$ cat src/rtl/mc_sync_switch_matrix.sv
`default_nettype none
// ============================================================================
// Module   : mc_sync_switch_matrix
// Brief    : Configurable N_IN x N_OUT routing matrix. Each registered output
//            selects at most one input (or none) with optional inversion.
//            Configuration is written into a shadow table and copied
//            atomically into the active table on commit, so every output
//            changes routing on the same clock edge. A clear sweep zeroes the
//            shadow table one entry per cycle.
// Revision : 1.0 - initial release
// ============================================================================
module mc_sync_switch_matrix #(
  parameter int N_IN  = 32,
  parameter int N_OUT = 32
) (
  input  logic                                          clock,
  input  logic                                          reset,
  input  logic [N_IN-1:0]                               io_portSig,
  input  logic                                          io_cfgValid,
  output logic                                          io_cfgReady,
  input  logic [((N_OUT > 1) ? $clog2(N_OUT) : 1)-1:0]  io_cfgAddr,
  input  logic [$clog2(N_IN+1)-1:0]                     io_cfgSel,
  input  logic                                          io_cfgInv,
  input  logic                                          io_commit,
  input  logic                                          io_clear,
  output logic                                          io_commitDone,
  output logic                                          io_cfgErr,
  output logic [N_OUT-1:0]                              io_portOut
);

  localparam int SEL_W  = $clog2(N_IN + 1);
  localparam int ADDR_W = (N_OUT > 1) ? $clog2(N_OUT) : 1;

  // Last index visited by the clear sweep
  localparam logic [ADDR_W-1:0] c_LAST_IDX = ADDR_W'(N_OUT - 1);

  typedef enum logic [1:0] {
    ST_IDLE   = 2'd0,
    ST_COMMIT = 2'd1,
    ST_CLEAR  = 2'd2
  } state_t;

  state_t              r_state;
  logic [ADDR_W-1:0]   r_cnt;
  logic                r_pending;
  logic                r_cfgReady;
  logic                r_commitDone;
  logic                r_cfgErr;

  logic [SEL_W-1:0]    r_sh_sel [N_OUT];
  logic [N_OUT-1:0]    r_sh_inv;
  logic [SEL_W-1:0]    r_ac_sel [N_OUT];
  logic [N_OUT-1:0]    r_ac_inv;
  logic [N_OUT-1:0]    r_portOut;

  logic                w_accept;
  logic                w_addr_bad;
  logic                w_sel_bad;
  logic [N_IN:0]       w_sig_ext;
  logic [N_OUT-1:0]    w_next_out;

  // Writes are only accepted while idle; out-of-range writes are dropped
  assign w_accept   = io_cfgValid & r_cfgReady;
  assign w_addr_bad = (32'(io_cfgAddr) >= 32'(N_OUT));
  assign w_sel_bad  = (32'(io_cfgSel) > 32'(N_IN));

  // Bit 0 is the constant-zero "unrouted" source, so sel indexes directly
  assign w_sig_ext = {io_portSig, 1'b0};

  generate
    for (genvar o = 0; o < N_OUT; o++) begin : g_out
      assign w_next_out[o] = w_sig_ext[r_ac_sel[o]] ^ r_ac_inv[o];
    end
  endgenerate

  // Control FSM: idle / one-cycle commit / N_OUT-cycle clear sweep
  always_ff @(posedge clock or posedge reset) begin
    if (reset) begin
      r_state      <= ST_IDLE;
      r_cnt        <= '0;
      r_pending    <= 1'b0;
      r_cfgReady   <= 1'b1;
      r_commitDone <= 1'b0;
    end else begin
      case (r_state)
        ST_IDLE: begin
          if (io_clear) begin
            r_state      <= ST_CLEAR;
            r_cnt        <= '0;
            r_pending    <= io_commit;
            r_cfgReady   <= 1'b0;
            r_commitDone <= 1'b0;
          end else if (io_commit) begin
            r_state      <= ST_COMMIT;
            r_cfgReady   <= 1'b0;
            r_commitDone <= 1'b1;
          end else begin
            r_cfgReady   <= 1'b1;
            r_commitDone <= 1'b0;
          end
        end
        ST_COMMIT: begin
          r_state      <= ST_IDLE;
          r_cfgReady   <= 1'b1;
          r_commitDone <= 1'b0;
        end
        ST_CLEAR: begin
          if (r_cnt == c_LAST_IDX) begin
            r_cnt     <= '0;
            r_pending <= 1'b0;
            if (r_pending | io_commit) begin
              r_state      <= ST_COMMIT;
              r_cfgReady   <= 1'b0;
              r_commitDone <= 1'b1;
            end else begin
              r_state      <= ST_IDLE;
              r_cfgReady   <= 1'b1;
              r_commitDone <= 1'b0;
            end
          end else begin
            r_cnt     <= r_cnt + 1'b1;
            r_pending <= r_pending | io_commit;
          end
        end
        default: begin
          r_state      <= ST_IDLE;
          r_cnt        <= '0;
          r_pending    <= 1'b0;
          r_cfgReady   <= 1'b1;
          r_commitDone <= 1'b0;
        end
      endcase
    end
  end

  // Shadow/active tables: writes and clear touch shadow, commit copies whole table
  always_ff @(posedge clock or posedge reset) begin
    if (reset) begin
      for (int i = 0; i < N_OUT; i++) begin
        r_sh_sel[i] <= '0;
        r_ac_sel[i] <= '0;
      end
      r_sh_inv <= '0;
      r_ac_inv <= '0;
    end else begin
      if (w_accept && !w_addr_bad && !w_sel_bad) begin
        r_sh_sel[io_cfgAddr] <= io_cfgSel;
        r_sh_inv[io_cfgAddr] <= io_cfgInv;
      end
      if (r_state == ST_CLEAR) begin
        r_sh_sel[r_cnt] <= '0;
        r_sh_inv[r_cnt] <= 1'b0;
      end
      if (r_state == ST_COMMIT) begin
        r_ac_sel <= r_sh_sel;
        r_ac_inv <= r_sh_inv;
      end
    end
  end

  // Sticky error flag for dropped out-of-range writes
  always_ff @(posedge clock or posedge reset) begin
    if (reset) begin
      r_cfgErr <= 1'b0;
    end else if (w_accept && (w_addr_bad || w_sel_bad)) begin
      r_cfgErr <= 1'b1;
    end
  end

  // Registered routed outputs, always driven from the active table only
  always_ff @(posedge clock or posedge reset) begin
    if (reset) begin
      r_portOut <= '0;
    end else begin
      r_portOut <= w_next_out;
    end
  end

  assign io_cfgReady   = r_cfgReady;
  assign io_commitDone = r_commitDone;
  assign io_cfgErr     = r_cfgErr;
  assign io_portOut    = r_portOut;

endmodule
`default_nettype wire

$ cat config.mk
export PLATFORM = sky130hd
export DESIGN_NAME = mc_sync_switch_matrix
export DESIGN_NICKNAME = d
export VERILOG_FILES = /design/src/rtl/mc_sync_switch_matrix.sv
export SDC_FILE = /design/constraint.sdc
export NUM_CORES = 1
export LEC_CHECK = 0
export CAP_MARGIN = 20
export CORE_AREA = 4 4 248 492
export DETAILED_ROUTE_END_ITERATION = 10
export DIE_AREA = 0 0 252 496
export GPL_TIMING_DRIVEN = 1
export RECOVER_POWER = 25
export SKIP_CTS_REPAIR_TIMING = 1
export SLEW_MARGIN = 20
export SYNTH_ARGS = -nofsm -noshare
export SYNTH_HDL_FRONTEND = slang
export SYNTH_SLANG_ARGS = --single-unit
$ cat constraint.sdc
create_clock -name clock -period 29.8 [get_ports clock]
set_input_delay 5.96 -clock clock [delete_from_list [all_inputs] [get_ports clock]]
set_output_delay 5.96 -clock clock [all_outputs]
set_load 0.03 [all_outputs]
==> results of run 1 <==
==> final cells by class <==
type | count | area (um2) | share of cell area (%)
clock inverters | 19 | 140 | 0.429
clock buffers | 54 | 1150 | 3.51
multi-input cells | 1599 | 15900 | 48.8
well taps | 1530 | 1910 | 5.86
diodes | 3 | 7.51 | 0.0230
inverters | 12 | 46.3 | 0.142
repair buffers | 133 | 1170 | 3.59
flip-flops and latches | 491 | 12300 | 37.6
==> logic make-up after synthesis <==
group                    share of synthesized area (%)
buffers and inverters                             3.61
AND/OR/NAND/NOR                                   11.0
adder cells (fa/ha/maj)                          0.214
AO/OA/AOI/OAI                                     2.99
flip-flops                                        41.9
multiplexers                                      39.4
XOR/XNOR                                         0.867
==> cells in the mapped netlist, drive strengths merged (2+ instances only) <==
cell type,number
and3,4
or4b,8
nor4b,23
and3b,11
nand2,94
xnor2,22
dfrtp,490
xor2,7
nor2b,12
nor4bb,8
a2111oi,10
nand3b,13
a221oi,2
o21ai,19
mux2i,349
mux2,262
buf,45
a211oi,14
clkbuf,212
nand2b,6
o2111a,2
nand4,9
a31oi,8
or3b,2
nor3b,9
a22o,5
mux4,226
inv,12
ha,5
nor2,290
nand3,54
nor4,34
o211ai,5
a21oi,61
nor3,8
o2111ai,4
==> state kept, by name, summed over array words and instances (netlist names) <==
signal and cells:
r_sh_sel 192, r_cnt 5, io_cfgErr 1, io_cfgReady 1, r_pending 1, r_state 2, r_sh_inv 32, io_portOut 32
r_ac_sel 192, io_commitDone 1, r_ac_inv 32
==> path summary, 6_finish.rpt <==
kind / end / slack (ns) / depth (start not counted)
worst max-delay path: r_sh_sel[122]$_DFF_PP0_ / 18.98 / 4
worst min-delay path: io_portOut[3]$_DFF_PP0_ / 0.46 / 1
worst max register to register: r_ac_sel[115]$_DFFE_PP0N_ / 21.11 / 4
worst min register to register: io_portOut[3]$_DFF_PP0_ / 0.46 / 1
max in group clock: r_ac_sel[115]$_DFFE_PP0N_ / 21.11 / 4
min in group asynchronous: io_portOut[27]$_DFF_PP0_ / 7.36 / 2
==> worst reg2reg max path, cell delays in order, from the launching register on <==
cell and delay [ns]:
sky130_fd_sc_hd__dfrtp_1 0.51, sky130_fd_sc_hd__nand2b_1 2.24, sky130_fd_sc_hd__clkbuf_1 2.87, sky130_fd_sc_hd__clkbuf_1 2.40, sky130_fd_sc_hd__mux2_2 0.56
==> routing by layer <==
metal	global-route usage (%)	share of wire, %	vias to the layer above
met5	0	0.0070	-
met1	17.2	35	10710
met2	27.9	51	961
met3	2.57	6.5	328
li1	-	-	8571
met4	10.1	7.5	2
==> metrics by stage <==
step	util, %	std cells
6_report	27.7	3841
5_1_grt	27.7	3840
4_1_cts	27.7	3838
3_5_place_dp	26.6	3765
3_3_place_gp	26.6	3765
2_1_floorplan	-	2359
==> power groups by stage <==
stage                     combinational (W)  clock (W)  sequential (W)
after floorplan                    0.000495          0        0.000873
final                              0.000610   0.000555        0.000946
after detailed placement           0.000611          0        0.000958
after global routing               0.000654   0.000590        0.000967
after global placement             0.000600          0        0.000954
after CTS                          0.000612   0.000570        0.000946
==> results.md, run 1 <==
- The checks that failed: max-capacitance violations, max-slew violations.
- Counting the buffers created by CTS gives 42.
- The average cell area after synthesis is 12.4 um2.
- After layout, the design draws a total of 0.00211 W.
- The most used flip-flop cell after synthesis is sky130_fd_sc_hd__dfrtp_1.
- The post-CTS clock slew at the launch and capture registers of the worst setup and hold paths is 0.08 ns.
- Summing the sequential cell areas from Yosys gives 41.9% of the chip area.
- The worst register-to-register path begins at r_state[1]$_DFFE_PP0P_.
- The nature of the critical path startpoint is a primary input.
- The starting utilization of the core area is 24.8%.
- The portion of total power attributed to the clock network is 26.3%.
- Of the available clock period, the critical path in the final layout requires 36.3%.
- The signal arrival time at the worst endpoint is 11.41 ns.
- The cell sitting at the root of the clock tree is a sky130_fd_sc_hd__clkbuf_16.
- The power dissipated by switching net loads is 0.000727 W.
- Setup slack closes at 18.98 ns.
- The critical path's top delay family is buffers and inverters.
- The relative max-transition margin is -238%.
- For this run, asynchronously set or reset flops after synthesis account for 100%.
- The count of final hold-check violations is 0.
- The total vias in the final route is 20572.
- The height of the die is 496 um.
- The setup TNS is 0 ns.
- The number of nets in the synthesized netlist is 2413.
- The number of maximum-capacitance constraint violations is 5.
- The path class of the tightest hold or removal check is reg -> reg.
- The count of distinct cell types in the synthesized netlist is 64.
- Yosys printed 0 warnings.
- The number of instances in the synthesized netlist is 2359.
- The top fanout value on the critical path is 166.
- The number of design-rule violations left by the first detailed-router iteration is 1958.
- The placeable core region is 118000 um2.
- After detailed routing, the average wire length per cell comes to 26.1 um.
- At the end of the flow, the number of nets in the layout was 2333.
- The remaining design rule violation count is 0.
- The power per cell area is 64.6 nW/um2.
- The total I/O pin count is 84.
- In this design, the stage delay of the slowest critical-path cell is 2.78 ns.
- The final count of negative-setup-slack endpoints is 0.
- By area the synthesized netlist is led by sky130_fd_sc_hd__dfrtp_1 (42%), sky130_fd_sc_hd__mux4_2 (17%), sky130_fd_sc_hd__mux2i_1 (12%).
- The half-perimeter wire length of the detailed placement result is 58500 um.
- Of the total power, registers draw 44.8%.
- The final design instance area without fill is 32700 um2.
- The maximum level of the CTS H-tree is 2.
- The filler cells instantiated in the layout total 12049.
- The worst setup path is captured at an asynchronous set/reset pin.
- The later pin in the worst-skew pair is clocked with a latency of 0.60 ns.
- The final critical delay including setup and external delays is 10.82 ns.
- CTS saw 491 sinks.
- Between clock sinks in the finished design, the worst skew comes to 0.0243 ns.
- The run finished, with violations left.
- The final number of max-transition violations is 341.
- The first global-routing pass estimated 147000 um of wire.
- The data required time of the worst path is 30.38 ns.
- The launch point of the worst hold path is r_ac_inv[3]$_DFFE_PP0N_.
- The critical path contains buffers and inverters numbering 4 combined.
- Across the VDD grid, the largest voltage drop is 0.0406 mV.
- Setup repair after global routing left no endpoint under its margin.
- The die is 252 um wide.
- The achievable clock frequency is 92.4 MHz.
- The ratio of cells with drive above 1 in the final layout is 28.4%.
- Leaving out fill and tap cells, the most frequent cells in the layout are sky130_fd_sc_hd__dfrtp_1 (490), sky130_fd_sc_hd__mux2i_1 (349), sky130_fd_sc_hd__nor2_1 (272), sky130_fd_sc_hd__mux2_2 (262), sky130_fd_sc_hd__mux4_2 (226).
- Leaving out fill and tap cells, the most frequent cell in the layout is sky130_fd_sc_hd__dfrtp_1.
- The critical path starts at reset.
- The internal power contribution is 0.00138 W.
- Once placement finished, the instance area stood at 31400 um2.
- The cell area that synthesis handed to floorplanning was 29300 um2.
- Counting flops and latches in the post-synthesis netlist gives 491.
- The cell taking the most area after synthesis is sky130_fd_sc_hd__dfrtp_1.
- The worst hold margin is 0.460 ns.
- The initial antenna violation count is 5.
- The worst slack at placement is 20.64 ns.
- Walking the worst path, the cells encountered are dlygate4sd3_1 > clkinvlp_2 > buf_4 > buf_12.
- The total global routing track utilization is 15.7%.
- Before antenna repair, the detailed router went through 6 iterations.
- The CTS tree is yes.
- Relative to the synthesized area, the layout overhead comes to 11.5%.
- By startpoint and endpoint, the worst setup path is classified as in -> async.
- The maximum clock insertion buffer count is 3.
- The number of synthesized flops with an enable pin is 0.
- Summed over all layers, the routed wires come to 100000 um.
- Entering global routing, the biggest net connects 167 pins.
- The leftover overflow at the end of global routing is 0.
- The ratio of routed vias to standard cells is 5.36.
- The share of total power in combinational logic is 28.9%.
- After synthesis, the largest area contributor takes up 41.9% of total cell area.
- The leakage dissipation is 13.5 nW.
- The final weighted congestion in routability-driven placement is 0.812.
- The fraction of power spent switching nets is 34.4%.
- The floorplan step defined a die boundary enclosing 125000 um2.
- The number of buffers inserted by port buffering is 83.
- After floorplanning, the core was divided into 178 placement rows.
- The number of global-route vias before repair is 21663.
- Once detail routing completed, the nets flagged for antenna violations numbered 0.
- For the pin with the worst max-slew slack, the measured transition is 5.03 ns.
- The cell at the slowest stage of the critical path is sky130_fd_sc_hd__clkinvlp_2.
(Power assumes the default switching activity.)
==> run 2, diff against run 1 <==
- clock period: 29.8 -> 11.3 ns (I/O delays scaled with it)
==> run 2 against run 1 <==
  * The flow still finishes with violations (max-capacitance violations, max-slew violations)
  * Hold slack better by 0.0078 ns
  * First-iteration DRC count grew 2.1%
  * Sequential power rose to 2.6 times the previous value
  * Utilization is 0.29 points higher
  * Routed wire length is 0.87% lower
  * Die area unchanged
  * Sequential share of layout area fell by 0.39 points
  * Critical path type unchanged
  * Highest routed layer unchanged
  * Power rose to 2.8 times the previous value
  * Critical endpoint is now io_cfgReady$_DFFE_PP1P_
==> results.md, run 2 (same netlist as run 1, synthesis figures left out) <==
- The run finished, with violations left.
- The final reports fail on max-capacitance violations, max-slew violations.
- Of the cells placed in the final design, the portion with a size suffix greater than 1 is 28.9%.
- The leakage dissipation is 13.6 nW.
- 84 I/O pins were placed.
- The height of the die is 496 um.
- The wire length reported by the detailed router is 99400 um.
- The final non-filler cell total is 3849.
- The insertion delay of the later-clocked pin in the worst-skew pair is 0.60 ns.
- The leftover overflow at the end of global routing is 0.
- After detailed routing, the number of vias per cell comes to 5.39.
- The starting utilization of the core area is 24.8%.
- The die extent in x is 252 um.
- Along the worst hold path, the cell count comes to 1.
- The power per cell area is 176 nW/um2.
- IR analysis of the VDD net gives a maximum drop of 0.101 mV.
- The largest registers in the layout are r_ac_sel x192, r_sh_sel x192.
- The placeable core region is 118000 um2.
- The number of rows in the core area is 178.
- The setup TNS is 0 ns.
- The detailed router finished its first iteration with 2000 violations.
- The remaining design rule violation count is 0.
- TritonCTS built the clock tree.
- The setup clock skew after layout is 0.0205 ns.
- Dividing the detail-routed wire length by the instance count gives 25.8 um.
- The cell area after placement is 31400 um2.
- The number of clock sinks is 491.
- At the pin with the least slew margin, the transition time is 3.70 ns.
- The initial antenna violation count is 5.
- Of all nets on the critical path, the largest fanout is 60.
- The final weighted congestion in routability-driven placement is 0.784.
- The overall die area is 125000 um2.
- In the global route stage, overall resource usage came out at 15.5%.
- Before CTS, the worst setup slack after placement is 6.08 ns.
- Setup violations remaining at the end of the flow were counted as 0.
- The count of final hold-check violations is 0.
- The half-perimeter wire length of the detailed placement result is 56300 um.
- Counting cells, the worst reg-to-reg path comes to 3.
- The largest net degree at the start of global routing is 179.
- The layout has 12093 filler cells.
- The kind of end point of the critical path is an asynchronous set/reset pin.
- The type of the setup path with the least slack is in -> async.
- CTS placed an instance of sky130_fd_sc_hd__clkbuf_16 at the clock tree root.
- The first global-routing pass estimated 145000 um of wire.
- In the layout the commonest cells are sky130_fd_sc_hd__dfrtp_1 (490), sky130_fd_sc_hd__mux2i_1 (349), sky130_fd_sc_hd__nor2_1 (272), sky130_fd_sc_hd__mux2_2 (262), sky130_fd_sc_hd__mux4_2 (226).
- Clock-pin slew was measured on the worst setup and hold paths at 0.07 ns.
- Measured on the finished design, the core utilization comes to 28.0%.
- The data required time of the worst path is 12.03 ns.
- Across the run, the number of max-cap violations was 5.
- The area growth from synthesis to final layout is 12.7%.
- The final worst-path cycle share is 57.0%.
- The first detailed-routing pass took 6 iterations.
- Setup repair after global routing left no endpoint under its margin.
- The number of nets in the finished design is 2338.
- After routing the design area is 33000 um2.
- The number of clock buffers added by TritonCTS is 44.
- The number of global-route vias before repair is 21098.
- The final number of max-transition violations is 292.
- The maximum clock insertion buffer count is 3.
- The signal arrival time at the worst endpoint is 7.17 ns.
- The number of placed instances, taps included, is 3767.
- The nature of the critical path startpoint is a primary input.
- The number of routed nets with antenna violations is 0.
- The relative max-transition margin is -146%.
- The H-tree was split into 2 levels.
- The most frequent standard cell in the layout excluding fill and tap cells is sky130_fd_sc_hd__dfrtp_1.
- The number of buffers inserted by port buffering is 83.
- The achievable clock frequency is 155 MHz.
- The final worst slack is 4.86 ns.
- The final route contains 20735 vias.
- The path category of the worst min-delay check is reg -> reg.
- For the finished layout, the period the worst path requires is 6.44 ns.
## run 2: changes by cell type in the layout (fill, tap and decap cells not counted), moves of 2 or more
cell,previous run,this run
sky130_fd_sc_hd__inv_6,2,5
sky130_fd_sc_hd__clkinv_2,12,4
sky130_fd_sc_hd__clkbuf_1,11,7
sky130_fd_sc_hd__clkbuf_16,43,46
sky130_fd_sc_hd__clkbuf_8,3,5
sky130_fd_sc_hd__clkinv_4,2,5
sky130_fd_sc_hd__buf_4,45,47
sky130_fd_sc_hd__bufinv_16,1,8
## run 2: routing by layer
layer  up-vias  wire, um  track usage [%]
met5         -        26                0
met4         4      5780             7.77
met3       276      7720             2.92
met2      1051     49500             26.6
met1     10828     36400             18.5
li1       8576         -                -
## run 2: through the flow
stage	hold WS [ns]	total power, W
after floorplan	0.436	0.00361
after global placement	0.450	0.00409
after detailed placement	0.450	0.00413
after CTS	0.467	0.00586
after global routing	0.490	0.00609
final	0.468	0.00582
## run 2: worst paths after layout
path                                          from                        to  slack (ns)
max                                          reset   io_cfgReady$_DFFE_PP1P_        4.86
min                        r_ac_inv[4]$_DFFE_PP0N_   io_portOut[4]$_DFF_PP0_        0.47
max reg2reg                 r_state[1]$_DFFE_PP0P_  r_ac_sel[96]$_DFFE_PP0N_        5.10
min reg2reg                r_ac_inv[4]$_DFFE_PP0N_   io_portOut[4]$_DFF_PP0_        0.47
max in group clock          r_state[1]$_DFFE_PP0P_  r_ac_sel[96]$_DFFE_PP0N_        5.10
min in group asynchronous                    reset  io_portOut[14]$_DFF_PP0_        2.26
## run 2: area by class of cell
type                    count  area, um2  share of cell area, %
diodes                      2       5.00                 0.0152
clock buffers              54       1230                   3.73
clock inverters            25        379                   1.15
inverters                  12       46.3                  0.140
multi-input cells        1599      15900                   48.3
flip-flops and latches    491      12300                   37.2
well taps                1530       1910                   5.80
repair buffers            136       1190                   3.62
## run 2: power by group
group          leakage (nW)  internal, W  total (W)  switching [W]
Combinational          6.08     0.000843    0.00161       0.000771
Sequential             6.75      0.00206    0.00248       0.000423
Clock                 0.786     0.000970    0.00172       0.000750
## run 2: critical path: stages
cell	delay, ns
sky130_fd_sc_hd__dlygate4sd3_1	0.57
sky130_fd_sc_hd__clkinvlp_2	0.50
sky130_fd_sc_hd__clkbuf_1	2.64
sky130_fd_sc_hd__buf_4	0.80
sky130_fd_sc_hd__buf_12	0.29
==> run 3, diff against run 2 <==
- clock period: 11.3 -> 5.77 ns (I/O delays scaled with it)
==> run 3 against run 2 <==
  * The run still ends with max-capacitance violations, max-slew violations left
  * Count of clock-buffer cells in the layout is 5 higher
  * Critical endpoint is now r_sh_sel[101]$_DFF_PP0_
  * Die area stayed put
  * Register-to-register slack worse by 2.8 ns
  * Hold slack worse by 0.0085 ns
==> results.md, run 3 (same netlist as run 1, synthesis figures left out) <==
- The detail route stage leaves a number of antenna-violating nets equal to 0.
- Dividing the detail-routed via count by the number of cells gives 5.33.
- After floorplanning, the core was sized to cover 118000 um2.
- For this design, the slowest cell found on the critical path is sky130_fd_sc_hd__clkbuf_2.
- Cells with a size suffix above 1 make up 28.9% of the layout.
- Of all nets on the critical path, the largest fanout is 86.
- The wire length reported by the detailed router is 99800 um.
- The setup TNS is 0 ns.
- In the global route stage, met1 resource usage came out at 16.9%.
- The global-route met2 utilization is 27.9%.
- TritonCTS built the clock tree.
- The final number of max-transition violations is 128.
- The longest individual stage delay on the worst path is 1.65 ns.
- The leftover overflow at the end of global routing is 0.
- The type of the setup path with the least slack is in -> async.
- The final reports fail on max-capacitance violations, max-slew violations.
- The maximum clock insertion buffer count is 3.
- The H-tree was split into 2 levels.
- The remaining design rule violation count is 0.
- The total vias in the final route is 20512.
- The initial antenna violation count is 8.
- The number of placed instances, taps included, is 3769.
- The total global routing track utilization is 15.6%.
- The run finished, with violations left.
- The number of maximum-capacitance constraint violations is 2.
- The launch instance of the worst register-to-register path is r_state[1]$_DFFE_PP0P_.
- The finished cells cover 32800 um2.
- The largest registers in the layout are r_ac_sel x192, r_sh_sel x192.
- The worst voltage drop across the vdd grid is 0.182 mV.
- The top cell types in the final layout, fill and taps aside, are sky130_fd_sc_hd__dfrtp_1 (490), sky130_fd_sc_hd__mux2i_1 (349), sky130_fd_sc_hd__nor2_1 (272), sky130_fd_sc_hd__mux2_2 (262), sky130_fd_sc_hd__mux4_2 (226).
- The relative max-transition margin is -56.5%.
- The area growth from synthesis to final layout is 12.0%.
- Entering global routing, the biggest net connects 132 pins.
- The buffer cell driving the clock tree root is sky130_fd_sc_hd__clkbuf_16.
- Once the floorplan was initialized, standard cells occupied 24.8% of the core.
- At the end of routability-driven placement, the weighted congestion stood at 0.833.
- The count of final hold-check violations is 0.
- The total iterations of the first detailed-routing run is 7.
- The clock reaches the later pin of the worst-skew pair after 0.61 ns.
- For met3 alone, demand over resource in global routing was 2.50%.
- Based on the critical path, the design can be clocked at up to 253 MHz.
- For this design, the sink count on the clock tree is 491.
- The global routing stage identified its most utilized layer as met2.
- The slew of the pin with the lowest slew margin is 2.35 ns.
- The height of the die is 496 um.
- The library cell used most frequently in the layout, excluding fill and tap cells, is sky130_fd_sc_hd__dfrtp_1.
- The path category of the worst min-delay check is reg -> reg.
- The post-CTS clock slew at the launch and capture registers of the worst setup and hold paths is 0.07 ns.
- The number of clock buffers added by TritonCTS is 42.
- The worst slack at placement is 1.35 ns.
- The die extent in x is 252 um.
- The final worst slack is 1.81 ns.
- After legalization and detailed placement, the total HPWL measured 64200 um.
- Row generation in the floorplan step produced 178 rows.
- The launch point of the worst hold path is r_ac_inv[28]$_DFFE_PP0N_.
- The total I/O pin count is 84.
- The wire length of the first global-routing pass is 147000 um.
- The number of buffers inserted by port buffering is 83.
- The number of global-route vias before repair came to 21292.
- The number of design-rule violations left by the first detailed-router iteration is 1545.
- STA classifies the critical path startpoint as a primary input.
- Once layout is complete, the utilization of the core stands at 27.8%.
- Setup repair after global routing left no endpoint under its margin.
- The overall die area is 125000 um2.
- The setup clock skew after layout is 0.0239 ns.
- In the final routed layout, each cell accounts on average for 25.9 um.
- Walking the worst path, the cells encountered are dlygate4sd3_1 > clkinvlp_2 > clkbuf_2.
- For this design the static power due to leakage is 13.5 nW.
- After the flow finishes, the layout carries non-filler instances totaling 3850.
- Data on the critical path arrives at its endpoint at 4.22 ns.
- The final count of negative-setup-slack endpoints is 0.
- The cell area after placement is 31400 um2.
- The critical path launch point is reset.
- The power per cell area is 337 nW/um2.
- The worst path uses 68.6% of the clock period.
- The number of nets in the finished design is 2337.
- STA classifies the critical path endpoint as an asynchronous set/reset pin.
- For the worst setup path, the data required time is 6.03 ns.
- The routed design could run at a clock period as short as 3.96 ns.
[run 3: area by class of cell]
class	count	area, um2
diodes	7	17.5
clock buffers	59	1220
clock inverters	15	155
fillers	12152	85200
inverters	12	46.3
multi-input cells	1599	15900
flip-flops and latches	491	12300
well taps	1530	1910
repair buffers	137	1210
[run 3: through the flow]
| stage | hold WS [ns] | total power, W |
|---|---|---|
| after floorplan | 0.436 | 0.00707 |
| after global placement | 0.445 | 0.00804 |
| after detailed placement | 0.454 | 0.00812 |
| after CTS | 0.464 | 0.0111 |
| after global routing | 0.475 | 0.0115 |
| final | 0.459 | 0.0110 |
[run 3: worst paths after layout]
path                       slack, ns  cells after the start                        to
min                             0.46                      1  io_portOut[28]$_DFF_PP0_
min in group asynchronous       1.31                      2   r_sh_sel[134]$_DFF_PP0_
max                             1.81                      3   r_sh_sel[101]$_DFF_PP0_
max in group clock              1.82                      7  io_portOut[30]$_DFF_PP0_
min reg2reg                     0.46                      1  io_portOut[28]$_DFF_PP0_
max reg2reg                     2.28                      3  r_ac_sel[80]$_DFFE_PP0N_
[run 3: per-layer routing]
layer / wire (um) / vias up / part of all wire (%)
met5: 27 / - / 0.027
met1: 34700 / 10697 / 35
met4: 7890 / 4 / 7.9
li1: - / 8580 / -
met3: 5900 / 316 / 5.9
met2: 51300 / 915 / 51
[run 3: where the power goes]
group / internal, W / switching (W) / total (W)
clock: 0.00158 / 0.00142 / 0.00300
combinational: 0.00165 / 0.00146 / 0.00311
sequential: 0.00403 / 0.000904 / 0.00494
[run 3: critical path: cells and delay by family]
family                 cells  cell delay (ns)
buffers and inverters      3             2.97
